## src/rtl/eth_parser_pkg.sv

```systemverilog
// Shared types and constants for the Ethernet parser datapath.
package eth_parser_pkg;

  typedef enum logic [1:0] {
    ING_IDLE     = 2'd0,
    ING_IN_FRAME = 2'd1,
    ING_DISCARD  = 2'd2
  } ingress_state_t;

  localparam int ETH_MAX_FRAME_BYTES = 1522;

endpackage

```

## src/rtl/axis_skid_buffer.sv

```systemverilog
// Two-entry register skid buffer; ready and valid come straight from flops.
module axis_skid_buffer #(
  parameter int WIDTH = 8
) (
  input  logic             clk,
  input  logic             rst_n,
  input  logic [WIDTH-1:0] in_data,
  input  logic             in_valid,
  output logic             in_ready,
  output logic [WIDTH-1:0] out_data,
  output logic             out_valid,
  input  logic             out_ready
);

  logic [WIDTH-1:0] head_r;
  logic [WIDTH-1:0] tail_r;
  logic [1:0]       count_r;
  logic [1:0]       count_s;
  logic             ready_r;
  logic             valid_r;
  logic             push_s;
  logic             pop_s;

  assign push_s    = in_valid & ready_r;
  assign pop_s     = valid_r & out_ready;
  assign in_ready  = ready_r;
  assign out_valid = valid_r;
  assign out_data  = head_r;

  // Next occupancy from push/pop.
  always_comb begin
    count_s = count_r;
    case ({push_s, pop_s})
      2'b10:   count_s = count_r + 2'd1;
      2'b01:   count_s = count_r - 2'd1;
      default: count_s = count_r;
    endcase
  end

  // Occupancy and the registered handshake flags.
  always_ff @(posedge clk) begin
    if (!rst_n) begin
      count_r <= 2'd0;
      ready_r <= 1'b0;
      valid_r <= 1'b0;
    end else begin
      count_r <= count_s;
      ready_r <= (count_s != 2'd2);
      valid_r <= (count_s != 2'd0);
    end
  end

  // Head is always the oldest beat; tail only holds the skid entry.
  always_ff @(posedge clk) begin
    if (!rst_n) begin
      head_r <= '0;
      tail_r <= '0;
    end else begin
      case (count_r)
        2'd0: begin
          if (push_s) head_r <= in_data;
        end
        2'd1: begin
          if (push_s && pop_s) head_r <= in_data;
          else if (push_s)     tail_r <= in_data;
        end
        2'd2: begin
          if (pop_s) head_r <= tail_r;
        end
        default: begin
          head_r <= head_r;
        end
      endcase
    end
  end

endmodule

```

## src/rtl/axis_ingress.sv

```systemverilog
// Stream ingress: skid-buffers input beats, tags start-of-frame, truncates
// oversize frames and reports per-frame byte length.
module axis_ingress
  import eth_parser_pkg::*;
#(
  parameter int DATA_WIDTH = 64,
  parameter int MAX_BEATS  = 190,
  parameter int LEN_WIDTH  = 16
) (
  input  logic                    clk,
  input  logic                    rst_n,
  input  logic [DATA_WIDTH-1:0]   s_axis_tdata,
  input  logic [DATA_WIDTH/8-1:0] s_axis_tkeep,
  input  logic                    s_axis_tvalid,
  output logic                    s_axis_tready,
  input  logic                    s_axis_tlast,
  output logic [DATA_WIDTH-1:0]   axis_tdata_out,
  output logic [DATA_WIDTH/8-1:0] axis_tkeep_out,
  output logic                    axis_tvalid_out,
  input  logic                    axis_tready_out,
  output logic                    axis_tlast_out,
  output logic                    axis_sof_out,
  output logic [LEN_WIDTH-1:0]    frame_len_out,
  output logic                    frame_trunc_out,
  output logic                    frame_done_out
);

  localparam int KW = DATA_WIDTH / 8;
  localparam int CW = $clog2(MAX_BEATS + 1);
  localparam int BW = $clog2(KW + 1);
  localparam int PW = DATA_WIDTH + KW + 2;
  localparam logic [CW-1:0] MAX_CNT = CW'(MAX_BEATS);

  generate
    if ((MAX_BEATS * KW) >= (1 << LEN_WIDTH)) begin : g_len_chk
      $error("axis_ingress: LEN_WIDTH too small for MAX_BEATS*DATA_WIDTH/8");
    end
  endgenerate

  function automatic logic [BW-1:0] popcount(input logic [KW-1:0] keep);
    logic [BW-1:0] sum;
    sum = '0;
    for (int i = 0; i < KW; i++) sum = sum + BW'(keep[i]);
    return sum;
  endfunction

  ingress_state_t       state_r;
  ingress_state_t       state_s;
  logic [CW-1:0]        beat_cnt_r;
  logic [CW-1:0]        cnt_s;
  logic [LEN_WIDTH-1:0] len_r;
  logic [LEN_WIDTH-1:0] len_s;
  logic [LEN_WIDTH-1:0] bytes_s;
  logic                 accept_s;
  logic                 push_s;
  logic                 sof_s;
  logic                 last_s;
  logic                 done_s;
  logic                 trunc_s;
  logic                 skid_ready_s;
  logic [PW-1:0]        skid_out_s;
  logic                 frame_done_r;
  logic                 frame_trunc_r;
  logic [LEN_WIDTH-1:0] frame_len_r;

  // DISCARD swallows beats without touching the buffer, so it never stalls.
  assign s_axis_tready = skid_ready_s | (state_r == ING_DISCARD);
  assign accept_s      = s_axis_tvalid & s_axis_tready;
  assign bytes_s       = LEN_WIDTH'(popcount(s_axis_tkeep));

  // Frame state machine, beat counting and length accumulation.
  always_comb begin
    state_s = state_r;
    cnt_s   = beat_cnt_r;
    len_s   = len_r;
    push_s  = 1'b0;
    sof_s   = 1'b0;
    last_s  = s_axis_tlast;
    done_s  = 1'b0;
    trunc_s = 1'b0;
    case (state_r)
      ING_IDLE: begin
        if (accept_s) begin
          push_s = 1'b1;
          sof_s  = 1'b1;
          cnt_s  = CW'(1);
          len_s  = bytes_s;
          if (s_axis_tlast) begin
            done_s = 1'b1;
          end else if (MAX_BEATS == 1) begin
            last_s  = 1'b1;
            trunc_s = 1'b1;
            done_s  = 1'b1;
            state_s = ING_DISCARD;
          end else begin
            state_s = ING_IN_FRAME;
          end
        end else begin
          state_s = ING_IDLE;
        end
      end
      ING_IN_FRAME: begin
        if (accept_s) begin
          push_s = 1'b1;
          cnt_s  = beat_cnt_r + CW'(1);
          len_s  = len_r + bytes_s;
          if (s_axis_tlast) begin
            done_s  = 1'b1;
            state_s = ING_IDLE;
          end else if (cnt_s == MAX_CNT) begin
            last_s  = 1'b1;
            trunc_s = 1'b1;
            done_s  = 1'b1;
            state_s = ING_DISCARD;
          end else begin
            state_s = ING_IN_FRAME;
          end
        end else begin
          state_s = ING_IN_FRAME;
        end
      end
      ING_DISCARD: begin
        if (accept_s && s_axis_tlast) begin
          state_s = ING_IDLE;
        end else begin
          state_s = ING_DISCARD;
        end
      end
      default: begin
        state_s = ING_IDLE;
      end
    endcase
  end

  // State, counters and the frame-report sideband.
  always_ff @(posedge clk) begin
    if (!rst_n) begin
      state_r       <= ING_IDLE;
      beat_cnt_r    <= '0;
      len_r         <= '0;
      frame_done_r  <= 1'b0;
      frame_len_r   <= '0;
      frame_trunc_r <= 1'b0;
    end else begin
      state_r      <= state_s;
      beat_cnt_r   <= cnt_s;
      len_r        <= len_s;
      frame_done_r <= done_s;
      if (done_s) begin
        frame_len_r   <= len_s;
        frame_trunc_r <= trunc_s;
      end
    end
  end

  axis_skid_buffer #(
    .WIDTH(PW)
  ) u_skid (
    .clk      (clk),
    .rst_n    (rst_n),
    .in_data  ({s_axis_tdata, s_axis_tkeep, last_s, sof_s}),
    .in_valid (push_s),
    .in_ready (skid_ready_s),
    .out_data (skid_out_s),
    .out_valid(axis_tvalid_out),
    .out_ready(axis_tready_out)
  );

  assign axis_tdata_out  = skid_out_s[PW-1 -: DATA_WIDTH];
  assign axis_tkeep_out  = skid_out_s[KW+1 : 2];
  assign axis_tlast_out  = skid_out_s[1];
  assign axis_sof_out    = skid_out_s[0];
  assign frame_done_out  = frame_done_r;
  assign frame_len_out   = frame_len_r;
  assign frame_trunc_out = frame_trunc_r;

endmodule

```

## config.mk

```make
export PLATFORM = sky130hd
export DESIGN_NAME = axis_ingress
export DESIGN_NICKNAME = d
export VERILOG_FILES = /design/src/rtl/eth_parser_pkg.sv /design/src/rtl/axis_skid_buffer.sv /design/src/rtl/axis_ingress.sv
export SDC_FILE = /design/constraint.sdc
export NUM_CORES = 1
export LEC_CHECK = 0
export CELL_PAD_IN_SITES_DETAIL_PLACEMENT = 1
export CELL_PAD_IN_SITES_GLOBAL_PLACEMENT = 1
export CORE_ASPECT_RATIO = 1.75
export CORE_MARGIN = 3
export CORE_UTILIZATION = 35
export CTS_CLUSTER_DIAMETER = 60
export CTS_CLUSTER_SIZE = 10
export DETAILED_ROUTE_END_ITERATION = 12
export PLACE_DENSITY_LB_ADDON = 0.1
export SLEW_MARGIN = 20
export SYNTH_ARGS = -nofsm -noshare
export SYNTH_HDL_FRONTEND = slang
export SYNTH_SLANG_ARGS = --single-unit
```

## constraint.sdc

```tcl
create_clock -name clk -period 4.1 [get_ports clk]
set_input_delay 0.615 -clock clk [delete_from_list [all_inputs] [get_ports clk]]
set_output_delay 0.615 -clock clk [all_outputs]
set_load 0.02 [all_outputs]
```

==> metrics, run 1 <==
layout cells sized above 1 10.1%; FF+latch count, synth 196; commonest cells after routing, fill and taps aside 196 x dfxtp_1, 172 x nand2_1, 167 x clkdlybuf4s50_1; input/output buffers 170; vias in the first global route 7,604; Req. time, crit path 4.49 ns; max-slew violations 0; Pwr Density 418 nW/um2; CP Max Fanout 4; Area Overhead vs Synth 33.6%; Least-Margin Pin Slew between 1 and 1.5 ns; drt wl/cell about 18 um; prevailing post-synth register cell dfxtp_1; setup violators final 0; cts hold-fix bufs 0; DIE WIDTH 124 um; worst-skew pair later-pin latency about 0.45 ns; gr ovfl total 0; max_slew headroom 28.6%; Final Cycle Share 98.9%; Avg Inst Size Synth 8.78 um2; H-tree depth 4; Final Non-Filler Cells 1,449; Crit Path Category in2reg; Post-synth EDFFs 0; global placement routability congestion 0.806; Sequential Area 3920 um2; Max VDD drop between 200 and 300 uV; GRT Util Overall 19.3%; synthesized cell area approximately 8600 um2; Synth cell types 61; Final ANT Viol Nets 0; most common cell after layout, fill and taps aside dfxtp_1; slowest stage cell, crit path fa_1; initial antenna violation count 0; kind of end point of the critical path flop; final WL about 25 mm; Synthesis Warnings 0; CP most frequent cell fa_1; Fin Setup TNS 0 ns; Compound-Gate Fraction of Synth Area 17.6%; clk_skew 0.00821 ns; cells after synthesis 976; asr flop ratio synth 0%; RSZ-0062 raised after global routing yes; Cell Chain, Critical Path buf_8 -> inv_4 -> fa_1 -> fa_1 -> fa_1 -> inv_2 -> ha_4 -> fa_2 -> xor2_2 -> ha_4 -> buf_6 -> o21ai_4 -> o21ba_4 -> and4bb_1 -> mux2_4 -> a21oi_2; mux cell area share after synthesis 10.0%; DR vias/cell between 5 and 6; largest net degree at the start of global routing 82; Hold Crit Class reg2reg; IO Pins between 150 and 200; antenna cell count 0; internal power 3.49 mW; min cycle time layout 4.05 ns; sequential cell area fraction in the yosys report 45.8%; core area between 20,000 and 25,000 um2; main combinational cell family by area after synthesis compound AO/OA/AOI/OAI gates; CTS root buf clkbuf_16; Net Sw Power 1.30 mW; post-synthesis share of cell area spent on xor and xnor gates 0.701%; Critical Path Source Type primary input; Cells after DPL approximately 1.4k; Vias 7,335; Syn Nets 1,075; Final nets approximately 1.2k; multi-input logic area 4360 um2; DRC Markers 0; Starting Density 35.7%; first-pass GRT wire length 40.7 mm; Post-Synth Adder-Cell Area 3.65%; switching portion of total power 27.2%; Clock power frac 35.8%; # fillers 2,801; Lkg Pwr 3.97 nW; outcome complete, no violations; Die H 213 um; slowest stage delay, CP 0.57 ns; CTS tree built; die area 26,500 um2; Initial DRT Pass Iterations 4; largest cells by area after synthesis dfxtp_1 46%, mux2i_1 9.5%, nand2_1 7.6%; Yosys top cell by area dfxtp_1; MaxCap Viol Count 0; Final Hold Fails 0; HPWL after detailed placement 17.5 mm; Max Fclk 0.247 GHz; CTS sink count 196; Clock Pin Slew Worst Setup and Hold Paths 0.07 ns; top cell type's share of synthesized area 45.8%; Comb pwr share 20.9%; sequential share of power 43.4%; initial DRC count 364; maximum buffer depth of the clock tree 2; Post-Synth Simple-Gate Area about 17%; row cnt 75; CP Data Arrival Time 4.44 ns; CTS buffer count 17
synthesized netlist by cell type, types with 11 or more instances:
cell type / number
dfxtp_1: 196
a21oi_1: 101
ha_1: 17
nand2_1: 173
mux2i_1: 81
inv_1: 22
clkbuf_1: 45
o21ai_0: 15
buf_2: 12
nor2_1: 109
a211oi_1: 79
nor3_1: 11
worst max-delay path, delay by kind of cell:
kind	cells	cell delay, ns
adders and majority gates	6	2.31
AOI/OAI and AO/OA	3	0.48
muxes	1	0.31
buffers and inverters	4	0.28
and+or+nand+nor	1	0.23
xor gates and xnor gates	1	0.22
layer usage:
layer,vias up,part of all wire (%),GRT usage [%]
li1,3673,-,-
met1,3520,41,21.7
met2,115,55,36.3
met3,27,2.7,3.98
met4,0,1.6,6.24
met5,-,0,0
stage by stage:
step                hold WS (ns)  utilization, %  area [um2]  worst slack [ns]  power, mW
finish                     0.455            47.6       11400            0.0461       4.79
global route               0.471            47.6       11400           -0.0391       5.02
CTS                        0.456            47.4       11400            0.0168       4.83
detailed placement         0.447            44.8       10800             -1.00       3.07
global placement           0.441            44.8       10800            -0.941       3.05
floorplan                  0.436               -        8650            -0.237       2.62
cell type report:
type | instances | area share, %
clock buffers | 24 | 4.21
well taps | 308 | 3.37
multi-input cells | 681 | 38.1
clock inverters | 5 | 0.875
repair buffers | 211 | 18.3
flip-flops and latches | 196 | 34.3
inverters | 24 | 0.918
registers in the layout (all words and copies together) (netlist names):
signal / count
u_skid.out_data: 74
u_skid.tail_r: 74
frame_len_out: 16
len_r: 16
beat_cnt_r: 8
state_r: 2
u_skid.count_r: 2
frame_done_out: 1
frame_trunc_out: 1
u_skid.in_ready: 1
u_skid.out_valid: 1
logic make-up (layout without fill, tap and decap cells):
logic type,Yosys count,after routing
buffers and inverters,99,264
xor gates and xnor gates,6,6
and+or+nand+nor,339,339
DFF,196,196
muxes,85,85
AOI/OAI and AO/OA,229,229
adders and majority gates,22,22
final timing paths:
path / end / start / slack [ns] / cells past startpoint
setup reg to reg: frame_len_out[15] / state_r[0] / 1.15 / 5
setup / recovery: frame_len_out[13] / s_axis_tkeep[1] / 0.05 / 16
hold reg to reg: u_skid.tail_r[68] / u_skid.tail_r[68] / 0.45 / 2
hold / removal: u_skid.tail_r[68] / u_skid.tail_r[68] / 0.45 / 2
power groups by stage:
stage          Sequential [mW]  Combinational, mW  Clock [mW]
2_1_floorplan             2.22              0.403           0
3_3_place_gp              2.12              0.931           0
3_5_place_dp              2.12              0.947           0
4_1_cts                   2.08              0.986        1.77
5_1_grt                   2.09               1.08        1.85
6_report                  2.08              0.999        1.71
timing repair:
item	4_1_cts	5_1_grt
setup endpoints to repair	30	18
pin swaps	12	11
setup buffers	2	1
resized for setup	25	11
Power figures use the tool's default switching activity.
==> run 2, diff against run 1 <==
--- a/config.mk
+++ b/config.mk
@@ -13,7 +13,7 @@
 export CTS_CLUSTER_DIAMETER = 60
 export CTS_CLUSTER_SIZE = 10
 export DETAILED_ROUTE_END_ITERATION = 12
-export PLACE_DENSITY_LB_ADDON = 0.1
+export PLACE_DENSITY = 0.81
 export SLEW_MARGIN = 20
 export SYNTH_ARGS = -nofsm -noshare
 export SYNTH_HDL_FRONTEND = slang
==> constraint.sdc (replaced) <==
create_clock -name clk -period 4.1 [get_ports clk]
set_input_delay 0.615 -clock clk [delete_from_list [all_inputs] [get_ports clk]]
set_output_delay 0.615 -clock clk [all_outputs]
set_load 0.1 [all_outputs]
==> metrics, run 2 (same netlist as run 1, synthesis figures left out) <==
Clock power frac 32.2% (was 35.8%); Final Util 48.0% (was 47.6%); initial DRC count 315 (was 364); die area 26,500 um2 (unchanged); Vias 7,494 (was 7,335); most common cell after layout, fill and taps aside dfxtp_1 (unchanged); Final Cycle Share 103% (was 98.9%); GRT Util Overall 18.9% (was 19.3%); CP Data Arrival Time 4.52 ns (was 4.44 ns); Pwr Density 467 nW/um2 (was 418 nW/um2); Hold Crit Class in2reg (was reg2reg); row cnt 75 (unchanged); Clock Pin Slew Worst Setup and Hold Paths 0.07 ns (about the same); Final Non-Filler Cells 1,448 (was 1,449); Max VDD drop 245 uV (was 264 uV); clk_skew 0.0105 ns (was 0.00821 ns); drt wl/cell 17.7 um (was 17.5 um); sequential share of power 38.5% (was 43.4%); switching portion of total power 35.1% (was 27.2%); Sequential Area 3920 um2 (unchanged); kind of end point of the critical path flop (unchanged); global placement routability congestion 0.826 (was 0.806); core area 24,000 um2 (unchanged); DRC Markers 0 (unchanged); Setup Slack @ Placement -1.05 ns (was -1.00 ns); failing checks setup timing; Max Fclk 0.236 GHz (was 0.247 GHz); CTS buffer count 17 (unchanged); min cycle time layout 4.24 ns (was 4.05 ns); MaxCap Viol Count 0 (unchanged); commonest cells after routing, fill and taps aside 196 x dfxtp_1, 172 x nand2_1, 167 x clkdlybuf4s50_1 (unchanged); CTS sink count 196 (unchanged); Lkg Pwr 4.00 nW (was 3.97 nW); layout cells sized above 1 10.7% (was 10.1%); Cells after DPL 1,410 (was 1,417); # fillers 2,785 (was 2,801); Req. time, crit path 4.38 ns (was 4.49 ns); multi-input logic area 4430 um2 (was 4360 um2); first-pass GRT wire length 40.6 mm (was 40.7 mm); Final Hold Fails 0 (unchanged); CTS root buf clkbuf_16 (unchanged); Area Overhead vs Synth 34.6% (was 33.6%); DIE WIDTH 124 um (unchanged); CTS tree built (unchanged); setup violators final 9 (was 0); Final ANT Viol Nets 0 (unchanged); H-tree depth 4 (unchanged); Least-Margin Pin Slew 1.08 ns (was 1.07 ns); Crit Path Category in2reg (unchanged); worst-skew pair later-pin latency 0.43 ns (was 0.45 ns); DR vias/cell 5.18 (was 5.06); cell area after layout 11,500 um2 (was 11,400 um2); Critical Path Source Type primary input (unchanged); Final nets 1,225 (was 1,230); Placed Instance Area 10,700 um2 (was 10,800 um2); Die H 213 um (unchanged); HPWL after detailed placement 17.2 mm (was 17.5 mm); gr ovfl total 0 (unchanged); initial antenna violation count 2 (was 0); CP Max Fanout 4 (unchanged); internal power 3.49 mW (about the same); Starting Density 35.7% (unchanged); final worst setup slack -0.136 ns (was 0.0461 ns); RSZ-0062 raised after global routing yes (unchanged); maximum buffer depth of the clock tree 2 (unchanged); input/output buffers 170 (unchanged); largest net degree at the start of global routing 86 (was 82); IO Pins 171 (unchanged); vias in the first global route 7,826 (was 7,604); Comb pwr share 29.3% (was 20.9%); final WL 25.6 mm (was 25.4 mm); max-slew violations 0 (unchanged); max_slew headroom 27.9% (was 28.6%); outcome complete, but fails checks (was complete, no violations); Net Sw Power 1.89 mW (was 1.30 mW); Initial DRT Pass Iterations 4 (unchanged)
## run 2: cell count changes in the layout (fill, tap and decap cells not counted), sizes merged
cell      previous run  this run
buf                 44        39
clkinv               2         6
diode                0         1
clkinvlp             0         1
clkbuf              24        21
inv                 24        25
## run 2: metrics by stage
stage	power, mW	setup TNS [ns]	hold slack [ns]
finish	5.39	-0.468	0.446
global route	5.60	-1.59	0.432
CTS	5.39	0	0.440
detailed placement	3.60	-25.76	0.449
global placement	3.57	-23.12	0.441
floorplan	3.16	-1.56	0.436
## run 2: routing by layer
layer  wire length [um]  track usage [%]  share of wire [%]  up-vias
li1                   -                -                  -     3671
met1               9830             19.9                 38     3656
met2              14500             37.3                 57      135
met3                727             3.30                2.8       30
met4                552             6.39                2.2        2
met5                  9                0              0.035        -
## run 2: worst max-delay path, cell delays in order
cell and delay [ns]:
buf_8 0.08, inv_4 0.03, fa_1 0.55, fa_1 0.44, fa_1 0.53, inv_2 0.05
ha_4 0.17, fa_2 0.41, xor2_4 0.19, ha_4 0.33, buf_6 0.11, o21ai_4 0.05
buf_4 0.14, buf_4 0.13, nor2_1 0.14, o221ai_1 0.16, a31oi_1 0.28, a21oi_1 0.11
## run 2: final timing paths
check / start / end / slack [ns] / depth (start not counted)
setup / recovery: s_axis_tkeep[3] / frame_len_out[15] / -0.14 / 18
hold / removal: s_axis_tkeep[3] / u_skid.tail_r[5] / 0.45 / 3
setup reg to reg: state_r[0] / frame_len_out[15] / 1.49 / 6
hold reg to reg: u_skid.tail_r[64] / u_skid.tail_r[64] / 0.46 / 2
## run 2: repair_timing
| action | in CTS | in global routing |
|---|---|---|
| gates resized for setup | 23 | 28 |
| setup buffers | 5 | 1 |
| pin swaps | 12 | 10 |
| hold buffers | 0 | 0 |
| setup endpoints to repair | 30 | 25 |
| gates cloned | 0 | 0 |
| endpoints found under the hold margin | 0 | 0 |
## run 2: power groups by stage
stage / combinational [mW] / clock (mW) / sequential (mW)
6_report: 1.58 / 1.73 / 2.07
5_1_grt: 1.66 / 1.86 / 2.09
4_1_cts: 1.54 / 1.78 / 2.08
3_5_place_dp: 1.48 / 0 / 2.12
3_3_place_gp: 1.45 / 0 / 2.11
2_1_floorplan: 0.409 / 0 / 2.75
## run 2: final cells by class
| type | instances | area share (%) |
|---|---|---|
| Antenna cell | 1 | 0.0217 |
| Clock buffer | 21 | 3.99 |
| Clock inverter | 11 | 1.31 |
| Inverter | 24 | 0.912 |
| Multi-Input combinational cell | 681 | 38.5 |
| Sequential cell | 196 | 34.0 |
| Tap cell | 308 | 3.34 |
| Timing Repair Buffer | 206 | 17.9 |
